## src/rtl/efuse_pkg.sv

```systemverilog
// rtl/efuse_pkg.sv - shared types and constants for the eFuse autoload slice
//
// Purpose: FSM state encoding and array-wide constants used by the
//          autoload sequencer, its read-engine interface and the bench.
// Ports:   none (package).
package efuse_pkg;

  localparam int EFUSE_BITS  = 256;  // full eFuse array image in bits
  localparam int EFUSE_TMO_W = 12;   // per-word timeout counter width

  typedef enum logic [2:0] {
    ST_IDLE  = 3'd0,
    ST_ISSUE = 3'd1,
    ST_WAIT  = 3'd2,
    ST_STORE = 3'd3,
    ST_DONE  = 3'd4,
    ST_ERR   = 3'd5
  } efuse_load_state_e;

endpackage

```

## src/rtl/efuse_autoload_if.sv

```systemverilog
// rtl/efuse_autoload_if.sv - handshake between the autoload sequencer and the eFuse read engine
//
// Purpose: bundles the word-read request/response signals.
// Ports (master = sequencer side):
//   read_sel   out  word index presented to the read engine
//   read_start out  single-cycle start pulse
//   read_done  in   engine done level, data valid while high
//   busy_read  in   engine busy level
//   read_data  in   word returned by the engine
interface efuse_autoload_if
  import efuse_pkg::*;
#(
  parameter int NR   = 64,
  parameter int RSEL = EFUSE_BITS / NR
);

  localparam int SW = (RSEL > 1) ? $clog2(RSEL) : 1;

  logic [SW-1:0] read_sel;
  logic          read_start;
  logic          read_done;
  logic          busy_read;
  logic [NR-1:0] read_data;

  modport master (
    output read_sel, read_start,
    input  read_done, busy_read, read_data
  );

  modport slave (
    input  read_sel, read_start,
    output read_done, busy_read, read_data
  );

endinterface

```

## src/rtl/efuse_xor_chk.sv

```systemverilog
// rtl/efuse_xor_chk.sv - combinational byte-wise XOR reduction
//
// Purpose: folds a W-bit vector into one byte by XOR-ing all W/8 bytes.
//          A correctly programmed image reduces to 8'h00.
// Ports:
//   data      in  W  vector to reduce (W multiple of 8)
//   xor_byte  out 8  XOR of all bytes of data
module efuse_xor_chk #(
  parameter int W = 256
) (
  input  logic [W-1:0] data,
  output logic [7:0]   xor_byte
);

  always_comb begin
    xor_byte = '0;
    for (int b = 0; b < W / 8; b++) begin
      xor_byte = xor_byte ^ data[b*8 +: 8];
    end
  end

endmodule

```

## src/rtl/efuse_autoload.sv

```systemverilog
// rtl/efuse_autoload.sv - power-on / software-triggered eFuse array load sequencer
//
// Purpose: reads the eFuse array one word at a time through the read engine
//          and assembles the image into a shadow register. Optional image
//          checksum is built only when EFUSE_LOAD_CHK_EN is defined.
// Ports:
//   clk, rst_n    clock and asynchronous active-low reset
//   load_auto_en  strap: start one load right after reset release
//   load_req      single-cycle software reload request
//   rg_load_tmo   per-word timeout in cycles, 0 disables
//   rd            read-engine handshake (master side)
//   shadow_data   assembled array image
//   load_busy     load in progress
//   load_done     last load stored every word
//   load_err      last load aborted on timeout
//   chk_err       checksum mismatch on last completed load (0 without EFUSE_LOAD_CHK_EN)
module efuse_autoload
  import efuse_pkg::*;
#(
  parameter int NR   = 64,
  parameter int RSEL = EFUSE_BITS / NR
) (
  input  logic                   clk,
  input  logic                   rst_n,
  input  logic                   load_auto_en,
  input  logic                   load_req,
  input  logic [EFUSE_TMO_W-1:0] rg_load_tmo,
  efuse_autoload_if.master       rd,
  output logic [NR*RSEL-1:0]     shadow_data,
  output logic                   load_busy,
  output logic                   load_done,
  output logic                   load_err,
  output logic                   chk_err
);

  localparam int            SW       = (RSEL > 1) ? $clog2(RSEL) : 1;
  localparam logic [SW-1:0] LAST_IDX = SW'(RSEL - 1);

  efuse_load_state_e      state, state_nxt;
  logic [SW-1:0]          idx;
  logic [EFUSE_TMO_W-1:0] tmo_cnt;
  logic                   auto_armed;  // high only in the first cycle after reset release
  logic                   start_load;
  logic [NR*RSEL-1:0]     shadow_nxt;  // image with the current word merged in

  always_comb begin
    state_nxt  = state;
    start_load = 1'b0;
    case (state)
      ST_IDLE:  if ((auto_armed && load_auto_en) || load_req) start_load = 1'b1;
      ST_DONE,
      ST_ERR:   if (load_req) start_load = 1'b1;
      ST_ISSUE: state_nxt = ST_WAIT;
      ST_WAIT: begin
        // A completed read takes priority over a timeout in the same cycle.
        if (rd.read_done && !rd.busy_read)                  state_nxt = ST_STORE;
        else if (rg_load_tmo != '0 && tmo_cnt == rg_load_tmo) state_nxt = ST_ERR;
      end
      ST_STORE: state_nxt = (idx == LAST_IDX) ? ST_DONE : ST_ISSUE;
      default:  state_nxt = ST_IDLE;
    endcase
    if (start_load) state_nxt = ST_ISSUE;
  end

  always_comb begin
    shadow_nxt                = shadow_data;
    shadow_nxt[idx*NR +: NR]  = rd.read_data;
  end

  always_ff @(posedge clk or negedge rst_n) begin
    if (!rst_n) begin
      state       <= ST_IDLE;
      idx         <= '0;
      tmo_cnt     <= '0;
      auto_armed  <= 1'b1;
      shadow_data <= '0;
    end else begin
      state      <= state_nxt;
      auto_armed <= 1'b0;
      if (start_load) begin
        idx         <= '0;
        shadow_data <= '0;
      end else if (state == ST_STORE) begin
        shadow_data <= shadow_nxt;
        if (idx != LAST_IDX) idx <= idx + 1'b1;
      end
      // Cleared while in ISSUE so the first WAIT cycle sees 0; saturates.
      if (state == ST_ISSUE)
        tmo_cnt <= '0;
      else if (state == ST_WAIT && tmo_cnt != '1)
        tmo_cnt <= tmo_cnt + 1'b1;
    end
  end

  // idx only changes on edges into ISSUE, so it doubles as the held read_sel.
  assign rd.read_sel   = idx;
  assign rd.read_start = (state == ST_ISSUE);
  assign load_busy     = (state == ST_ISSUE) || (state == ST_WAIT) || (state == ST_STORE);
  assign load_done     = (state == ST_DONE);
  assign load_err      = (state == ST_ERR);

`ifdef EFUSE_LOAD_CHK_EN
  logic [7:0] img_xor;

  efuse_xor_chk #(.W(NR*RSEL)) u_xor_chk (
    .data     (shadow_nxt),
    .xor_byte (img_xor)
  );

  // Evaluated on the final STORE so the flag rises together with load_done.
  always_ff @(posedge clk or negedge rst_n) begin
    if (!rst_n)
      chk_err <= 1'b0;
    else if (start_load)
      chk_err <= 1'b0;
    else if (state == ST_STORE && idx == LAST_IDX)
      chk_err <= |img_xor;
  end
`else
  assign chk_err = 1'b0;
`endif

endmodule

```

## src/flat_wrapper.sv

```systemverilog
// flat-port wrapper written by rule: the top's interface ports become plain ports
module efuse_autoload_flat import efuse_pkg::*;
#(
  parameter int NR   = 64,
  parameter int RSEL = EFUSE_BITS / NR
)
  (clk, rst_n, load_auto_en, load_req, rg_load_tmo, shadow_data, load_busy, load_done, load_err, chk_err, rd_read_sel, rd_read_start, rd_read_done, rd_busy_read, rd_read_data);
  efuse_autoload_if #(.NR(NR), .RSEL(RSEL)) rd_i ();
  input  logic clk;
  input  logic rst_n;
  input  logic load_auto_en;
  input  logic load_req;
  input  logic [EFUSE_TMO_W-1:0] rg_load_tmo;
  output logic [NR*RSEL-1:0] shadow_data;
  output logic load_busy;
  output logic load_done;
  output logic load_err;
  output logic chk_err;
  output wire logic [$bits(rd_i.read_sel)-1:0] rd_read_sel;
  output wire logic [$bits(rd_i.read_start)-1:0] rd_read_start;
  input wire logic [$bits(rd_i.read_done)-1:0] rd_read_done;
  input wire logic [$bits(rd_i.busy_read)-1:0] rd_busy_read;
  input wire logic [$bits(rd_i.read_data)-1:0] rd_read_data;
  assign rd_read_sel = rd_i.read_sel;
  assign rd_read_start = rd_i.read_start;
  assign rd_i.read_done = rd_read_done;
  assign rd_i.busy_read = rd_busy_read;
  assign rd_i.read_data = rd_read_data;
  efuse_autoload #(.NR(NR), .RSEL(RSEL)) u_core (.clk(clk), .rst_n(rst_n), .load_auto_en(load_auto_en), .load_req(load_req), .rg_load_tmo(rg_load_tmo), .rd(rd_i), .shadow_data(shadow_data), .load_busy(load_busy), .load_done(load_done), .load_err(load_err), .chk_err(chk_err));
endmodule
```

## config.mk

```make
export PLATFORM = sky130hd
export DESIGN_NAME = efuse_autoload_flat
export DESIGN_NICKNAME = d
export VERILOG_FILES = /design/src/rtl/efuse_pkg.sv /design/src/rtl/efuse_autoload_if.sv /design/src/rtl/efuse_xor_chk.sv /design/src/rtl/efuse_autoload.sv /design/src/flat_wrapper.sv
export SDC_FILE = /design/constraint.sdc
export NUM_CORES = 1
export LEC_CHECK = 0
export BUFFER_PORTS_ARGS = -buffer_cell sky130_fd_sc_hd__clkbuf_2
export CELL_PAD_IN_SITES_DETAIL_PLACEMENT = 1
export CELL_PAD_IN_SITES_GLOBAL_PLACEMENT = 1
export CORE_ASPECT_RATIO = 0.75
export CORE_MARGIN = 8
export CORE_UTILIZATION = 39
export DETAILED_ROUTE_END_ITERATION = 10
export PLACE_DENSITY_LB_ADDON = 0.1
export SKIP_CTS_REPAIR_TIMING = 1
export SYNTH_ARGS = -nofsm -noshare
export SYNTH_HDL_FRONTEND = slang
export SYNTH_SLANG_ARGS = --single-unit
```

## constraint.sdc

```tcl
create_clock -name clk -period 2.8 [get_ports clk]
set_clock_uncertainty 0.1 [all_clocks]
set_input_delay 0.56 -clock clk [delete_from_list [all_inputs] [get_ports clk]]
set_output_delay 0.56 -clock clk [all_outputs]
set_load 0.005 [all_outputs]
```

==> flow_summary.yaml, run 1 <==
floorplanning:
  core_area_um2: 27900
  initial_core_util_pct: 39.4
  die_w_um: 210
  dieArea_um2: 33800
  die_y_um: 161
  rows: 53
  io_pins: 345
synth:
  ys_ff_latch: 274
  synthCells: 1006
  seq_area_frac_synth_pct: 62.4
  synth-async-reset-ratio_pct: 100
  synth_edf_count: 0
  synth_cell_types: 43
  syn_area_per_cell_um2: 10.9
  synth_area_um2: 11000
  ys_warn_count: 0
  synth_ff_type: "dfrtp_1"
sta:
  finalMaxSlewViolations: 0
  final.setup.tns_ns: 0
  setup_viol: 0
  hold_violations: 0
  fin_ws_ns: 0.182
  fin_crit_ns: 2.62
  worstMarginPinSlew_ns: 0.922
  slew_headroom_pct: 38.5
  rsz0062_at_grt: "false"
  fmax_ghz: 0.382
  period_share_pct: 93.5
clocking:
  cts_tree: "yes"
  cts_buffers: 28
  cts_sinks: 274
  ctsLongestPathBuffers: 3
  cts.reportedPaths.clkPinSlew_ns: 0.06
  clk-insertion-delay-late_ns: 0.54
  clock_tree.root_cell: "clkbuf_16"
  cts_max_level: 1
global_routing:
  grt_usage_pct: 24.1
  grt_pass1_wl_um: 64800
  grt_pass1_vias: 10200
  overflow: 0
  grt_max_degree: 111
  antenna_found_initial: 1
power_and_ir_drop:
  power_density_nw_per_um2: 827
  leakage_nw: 7.21
  ir_drop_mv: 0.573
final_layout:
  area.growth.synth_to_final_pct: 29.5
  stdcell_area_um2: 14200
  layout_commonest_cell: "clkbuf_2"
  n_antenna_cell: 0
  layout-drive-gt1-share_pct: 32.0
  final_util_pct: 51.1
  final_cell_mix: "342 x clkbuf_2, 272 x dfrtp_1, 134 x nor2_1"
  nNetsFinal: 1405
critical_path:
  endpoint_kind: "output port"
  cp.required_ns: 2.14
  crit_fanout: 15
  crit_type: "flip-flop to output port"
  worstPathArrival_ns: 1.96
  start_kind: "flip-flop"
place:
  gp_congestion: 0.794
  port_buffers: 343
  dpl_worst_slack_ns: 0.355
  placed_area_um2: 13200
  place_hpwl_um: 28500
flow_run:
  maxCapViolCount: 0
routing:
  routed_via_density: 5.63
  m1WireLength_um: 18200
  wl_met3_um: 3270
  post_drt_wl_per_cell_um: 24.5
  drtIter0Drc: 492
  drt_wl_total_um: 41600
  drt_pass1_iterations: 5
  highest_layer: "met5"
  dr_total_vias: 9552
  detail-route-antenna-nets: 0
  route.met2.wl_um: 19000
  drc_errors: 0
hold_path:
  worstHoldPathType: "input port to flip-flop"
run_status:
  status: "finished clean"
power by group:
part / internal, mW / switching [mW]
clock: 2.44 / 1.61
combinational: 0.939 / 2.00
sequential: 4.40 / 0.375
registers in the layout (all words and copies together), names as in the netlist:
signal / count
u_core.tmo_cnt: 12
u_core.rd.read_sel: 2
u_core.state: 3
u_core.shadow_data: 256
u_core.auto_armed: 1
synthesized netlist by cell type, types with 2 or more instances:
cell type / number / area share [%]
a21oi_1: 71 / 3.2
nand4b_1: 2 / 0.16
o31ai_1: 3 / 0.21
nand3_1: 69 / 3.1
nand4_1: 7 / 0.40
xor2_1: 13 / 1.0
ha_1: 6 / 0.68
o211ai_1: 3 / 0.21
a22oi_1: 128 / 8.8
nand2_1: 74 / 2.5
o21ai_0: 5 / 0.23
and3_1: 3 / 0.17
nor2_1: 134 / 4.6
nor3b_1: 2 / 0.14
dfrtp_1: 273 / 62
or3_1: 4 / 0.23
a22o_1: 64 / 5.1
a211oi_1: 4 / 0.27
clkbuf_1: 55 / 1.9
inv_1: 7 / 0.24
nor4b_1: 2 / 0.16
nor3_1: 8 / 0.36
buf_2: 28 / 1.3
nor2b_1: 6 / 0.34
mux2i_1: 3 / 0.27
nor4_1: 10 / 0.57
buf_1: 6 / 0.21
area by class of cell:
type	count	area, um2
clock buffers	36	782
clock inverters	16	220
fillers	3103	13600
inverters	7	26.3
multi-input cells	636	3780
flip-flops and latches	274	6860
well taps	357	447
repair buffers	370	2110
stage by stage:
step / cells / power [mW] / hold slack (ns)
floorplan: 1007 / 6.29 / 0.164
finish: 1696 / 11.8 / 0.199
global route: 1696 / 12.4 / 0.202
detailed placement: 1643 / 7.81 / 0.390
CTS: 1695 / 11.9 / -0.0969
global placement: 1643 / 7.72 / 0.388
worst max-delay path, stage by stage, from the launching register on:
cell	delay, ns
dfrtp_1	0.57
nor2b_1	0.27
nand2_2	0.20
inv_1	0.24
clkbuf_2	0.15
routing by layer:
metal | global-route usage (%) | vias to the layer above
met1 | 33.3 | 4933
met3 | 6.68 | 60
met2 | 36.9 | 324
met4 | 6.43 | 2
li1 | - | 4233
met5 | 0 | -
kinds of logic (layout without fill, tap and decap cells):
group           count (synthesis)  in the layout  share of synthesized area (%)
simple gates                  327            327                           13.3
compound gates                284            284                           18.5
flops                         274            274                           62.4
buf+inv                        97            429                           3.67
xor+xnor                       14             14                           1.12
fa+ha+maj                       6              6                          0.684
mux                             3              3                          0.273
other cells                     1              2                         0.0341
final timing paths:
check / startpoint / endpoint / slack, ns / cells after the start
worst max-delay path: u_core.state[1] / rd_read_start / 0.18 / 4
worst min-delay path: rd_read_data[17] / u_core.shadow_data[209] / 0.20 / 2
worst max register to register: u_core.rd.read_sel[0] / u_core.shadow_data[159] / 0.33 / 6
worst min register to register: u_core.shadow_data[221] / u_core.shadow_data[221] / 0.40 / 1
max in group asynchronous: rst_n / u_core.shadow_data[37] / 1.36 / 3
min in group asynchronous: rst_n / u_core.shadow_data[70] / 0.50 / 2
(Power assumes the default switching activity.)
==> run 2, diff against run 1 <==
==> constraint.sdc (replaced) <==
create_clock -name clk -period 2.8 [get_ports clk]
set_clock_uncertainty 0.1 [all_clocks]
set_input_delay 0 -clock clk [delete_from_list [all_inputs] [get_ports clk]]
set_output_delay 0 -clock clk [all_outputs]
set_load 0.005 [all_outputs]
==> flow_summary.yaml, run 2 (same netlist as run 1, synthesis figures left out) <==
floorplanning:
  die_y_um: 161
  dieArea_um2: 33800
  core_area_um2: 27900
  initial_core_util_pct: 39.4
  die_w_um: 210
  rows: 53
  io_pins: 345
critical_path:
  start_kind: "flip-flop"
  reg2reg_slack_ns: 0.36
  crit_fanout: 33
  endpoint_kind: "flip-flop"
  cp.required_ns: 3.15
  worstPathArrival_ns: 2.80
  crit_type: "flip-flop to flip-flop"
sta:
  fmax_ghz: 0.410
  slew_headroom_pct: 42.3
  rsz0062_at_grt: "false"
  fin_crit_ns: 2.44
  hold_violations: 1
  period_share_pct: 87.2
  finalMaxSlewViolations: 0
  fin_ws_ns: 0.359
  worstMarginPinSlew_ns: 0.865
  setup_viol: 0
  final.setup.tns_ns: 0
  holdWs_ns: -0.00880
global_routing:
  antenna_found_initial: 0
  grt_pass1_wl_um: 65100
  grt_pass1_vias: 10100
  overflow: 0
  grt_usage_pct: 24.1
  grt_max_degree: 78
final_layout:
  layout-drive-gt1-share_pct: 29.8
  largest-register: "u_core.shadow_data"
  top_regs: "u_core.shadow_data (256), u_core.tmo_cnt (12), u_core.state (3)"
  largest_register_ffs: 256
  regArea_um2: 6860
  multi_input_area_um2: 3780
  final_cell_mix: "342 x clkbuf_2, 273 x dfrtp_1, 134 x nor2_1"
  layout_commonest_cell: "clkbuf_2"
  fillers: 3036
  n_antenna_cell: 0
  nNetsFinal: 1477
  area.growth.synth_to_final_pct: 34.7
clocking:
  cts_tree: "yes"
  cts_max_level: 1
  clock_tree.root_cell: "clkbuf_16"
  cts_sinks: 274
  cts_buffers: 29
  clk-insertion-delay-late_ns: 0.53
  ctsLongestPathBuffers: 3
  cts.reportedPaths.clkPinSlew_ns: 0.06
place:
  gp_congestion: 0.807
  port_buffers: 343
  dpl_worst_slack_ns: 0.385
  place_hpwl_um: 28400
hold_path:
  worstHoldPathType: "input port to flip-flop"
power_and_ir_drop:
  seqPwrFrac_pct: 41.2
  netSwitchingFraction_pct: 34.5
  power_frac_clock_pct: 31.8
  power_density_nw_per_um2: 779
  leakage_nw: 7.45
  ir_drop_mv: 0.420
  internal-power_mw: 7.54
  switchingPower_mw: 3.98
  comb_power_share_pct: 27.0
routing:
  routed_via_density: 5.58
  drt_wl_total_um: 42400
  detail-route-antenna-nets: 0
  drc_errors: 0
  drtIter0Drc: 659
  dr_total_vias: 9833
  post_drt_wl_per_cell_um: 24.1
  drt_pass1_iterations: 5
run_status:
  status: "complete, but fails checks"
  violations: "negative hold slack"
flow_run:
  maxCapViolCount: 0
==> run 2: per-layer routing <==
metal | global-route usage [%] | share of wire (%)
met5 | 0 | 0
met4 | 5.18 | 2.1
met1 | 34.8 | 45
met2 | 36.5 | 45
met3 | 5.71 | 7.0
==> run 2: critical path, stage by stage, from the launching register on <==
cell,delay (ns)
dfrtp_1,0.51
inv_1,0.21
ha_1,0.46
nor4b_2,0.51
buf_12,0.29
a22oi_1,0.11
nor2_1,0.16
==> run 2: power groups by stage <==
stage	logic (mW)	registers, mW	clock network, mW
final	3.11	4.75	3.66
after global routing	3.39	4.81	3.92
after CTS	3.03	4.75	3.75
after detailed placement	3.02	4.81	0
after global placement	2.96	4.79	0
after floorplan	1.54	4.76	0
==> run 2: through the flow <==
step	area [um2]	hold WS, ns	total power [mW]	cells	utilization (%)
2_1_floorplan	11000	-0.396	6.29	1007	-
3_3_place_gp	13200	-0.107	7.75	1642	47.3
3_5_place_dp	13200	-0.104	7.82	1642	47.3
4_1_cts	14000	-0.673	11.5	1690	50.4
5_1_grt	14800	0.0161	12.1	1763	53.1
6_report	14800	-0.00880	11.5	1763	53.1
==> run 2: final timing paths <==
path	from	cells past startpoint	endpoint
max reg2reg	u_core.rd.read_sel[0]	6	u_core.shadow_data[174]
min	rg_load_tmo[7]	5	u_core.state[0]
min reg2reg	u_core.shadow_data[213]	1	u_core.shadow_data[213]
max in group asynchronous	rst_n	4	u_core.shadow_data[98]
max	u_core.rd.read_sel[0]	6	u_core.shadow_data[174]
min in group asynchronous	rst_n	3	u_core.auto_armed
==> run 2: area by class of cell <==
type,instances,area share (%)
Clock buffer,45,5.85
Clock inverter,3,0.144
Inverter,7,0.178
Multi-Input combinational cell,636,25.5
Sequential cell,274,46.4
Tap cell,357,3.02
Timing Repair Buffer,441,18.9
==> run 3, diff against run 2 <==
--- a/config.mk
+++ b/config.mk
@@ -8,7 +8,7 @@
 export BUFFER_PORTS_ARGS = -buffer_cell sky130_fd_sc_hd__clkbuf_2
 export CELL_PAD_IN_SITES_DETAIL_PLACEMENT = 1
 export CELL_PAD_IN_SITES_GLOBAL_PLACEMENT = 1
-export CORE_ASPECT_RATIO = 0.75
+export CORE_ASPECT_RATIO = 0.6
 export CORE_MARGIN = 8
 export CORE_UTILIZATION = 39
 export DETAILED_ROUTE_END_ITERATION = 10
==> flow_summary.yaml, run 3 (same netlist as run 1, synthesis figures left out) <==
critical_path:
  start_kind: "flip-flop"
  crit_type: "flip-flop to flip-flop"
  cpPeakStageDelay_ns: 0.52
  worst_path_max_delay_cell: "nor4b_2"
  endpoint_kind: "flip-flop"
  crit_fanout: 30
  worstPathArrival_ns: 2.86
  cp.required_ns: 3.13
  crit_chain: "inv_1 -> ha_1 -> nor4b_2 -> buf_12 -> a22oi_1 -> nor2_1"
clocking:
  ctsLongestPathBuffers: 3
  cts_max_level: 1
  clock_tree.root_cell: "clkbuf_16"
  cts_tree: "yes"
  cts_buffers: 27
  clk-insertion-delay-late_ns: 0.54
  cts_sinks: 274
  cts.reportedPaths.clkPinSlew_ns: 0.07
final_layout:
  layout_commonest_cell: "clkbuf_2"
  final_cell_mix: "342 x clkbuf_2, 273 x dfrtp_1, 134 x nor2_1"
  final_util_pct: 53.7
  layout.cells.non_filler: 1770
  largest-register: "u_core.shadow_data"
  layout-drive-gt1-share_pct: 30.5
  top_regs: "u_core.shadow_data (256), u_core.tmo_cnt (12), u_core.state (3)"
  regArea_um2: 6860
  area.growth.synth_to_final_pct: 35.2
  largest_register_ffs: 256
  nNetsFinal: 1470
  multi_input_area_um2: 3780
  fillers: 3064
global_routing:
  grt_max_degree: 196
  overflow: 0
  antenna_found_initial: 1
  grt_busiest_layer: "met2"
  grt_pass1_vias: 10200
  groute.layer.met1.usage_pct: 33.6
  grt_usage_pct: 23.7
  grtUsageMet2_pct: 36.5
  grtUsageMet3_pct: 5.82
  grt_pass1_wl_um: 63900
sta:
  fin_crit_ns: 2.53
  period_share_pct: 90.3
  final.setup.tns_ns: 0
  hold_violations: 24
  worstMarginPinSlew_ns: 1.17
  finalMaxSlewViolations: 0
  rsz0062_at_grt: "false"
  slew_headroom_pct: 22.2
  holdWs_ns: -0.0440
  setup_viol: 0
  fin_ws_ns: 0.273
  fmax_ghz: 0.396
floorplanning:
  initial_core_util_pct: 39.7
  die_w_um: 233
  io_pins: 345
  core_area_um2: 27600
  rows: 47
  die_y_um: 146
  dieArea_um2: 34000
place:
  place_hpwl_um: 28100
  port_buffers: 343
  post-place-cells: 1652
  gp_congestion: 0.827
  dpl_worst_slack_ns: 0.346
run_status:
  status: "complete, but fails checks"
  violations: "negative hold slack"
routing:
  drtIter0Drc: 918
  dr_total_vias: 10000
  drt_pass1_iterations: 5
  drc_errors: 0
  routed_via_density: 5.65
  detail-route-antenna-nets: 0
  drt_wl_total_um: 43000
  post_drt_wl_per_cell_um: 24.3
hold_path:
  worstHoldPathType: "input port to asynchronous set/reset pin"
power_and_ir_drop:
  power_density_nw_per_um2: 799
  leakage_nw: 7.48
  ir_drop_mv: 0.788
flow_run:
  maxCapViolCount: 0
==> run 3: routing by layer <==
layer | share of wire [%] | vias to the layer above
met4 | 2.3 | 0
met1 | 44 | 5216
met2 | 47 | 361
li1 | - | 4365
met5 | 0 | -
met3 | 7.4 | 60
==> run 3: worst paths after layout <==
kind	startpoint	endpoint	slack, ns	depth (start not counted)
max	u_core.rd.read_sel[0]	u_core.shadow_data[172]	0.27	6
min	rst_n	u_core.shadow_data[77]	-0.04	2
max reg2reg	u_core.rd.read_sel[0]	u_core.shadow_data[172]	0.27	6
min reg2reg	u_core.shadow_data[197]	u_core.shadow_data[197]	0.40	1
max in group asynchronous	rst_n	u_core.shadow_data[228]	1.87	3
min in group clk	rd_read_done	u_core.state[2]	0.03	5
==> run 3: layout make-up <==
type | instances | area share (%)
Tap cell | 367 | 3.09
Antenna cell | 1 | 0.0169
Sequential cell | 274 | 46.2
Inverter | 7 | 0.177
Multi-Input combinational cell | 636 | 25.4
Clock inverter | 17 | 1.64
Timing Repair Buffer | 436 | 18.4
Clock buffer | 32 | 5.02
==> run 3: power breakdown <==
part | internal [mW] | switching [mW] | total (mW) | leakage (nW)
logic | 1.01 | 2.02 | 3.03 | 3.18
registers | 4.40 | 0.361 | 4.76 | 3.81
clock network | 2.45 | 1.63 | 4.08 | 0.489
==> run 3: critical path: cells and delay by family, from the launching register on <==
family | cells | cell delay (ns)
adder cells (fa/ha/maj) | 1 | 0.46
AND/OR/NAND/NOR | 2 | 0.76
AO/OA/AOI/OAI | 1 | 0.11
buffers and inverters | 2 | 0.47
flip-flops | 1 | 0.50
==> run 3: per-stage QoR <==
step | instance area (um2) | power [mW]
floorplan | 11000 | 6.29
detailed placement | 13200 | 7.80
global placement | 13200 | 7.72
global route | 14800 | 12.4
finish | 14800 | 11.9
CTS | 14200 | 11.9
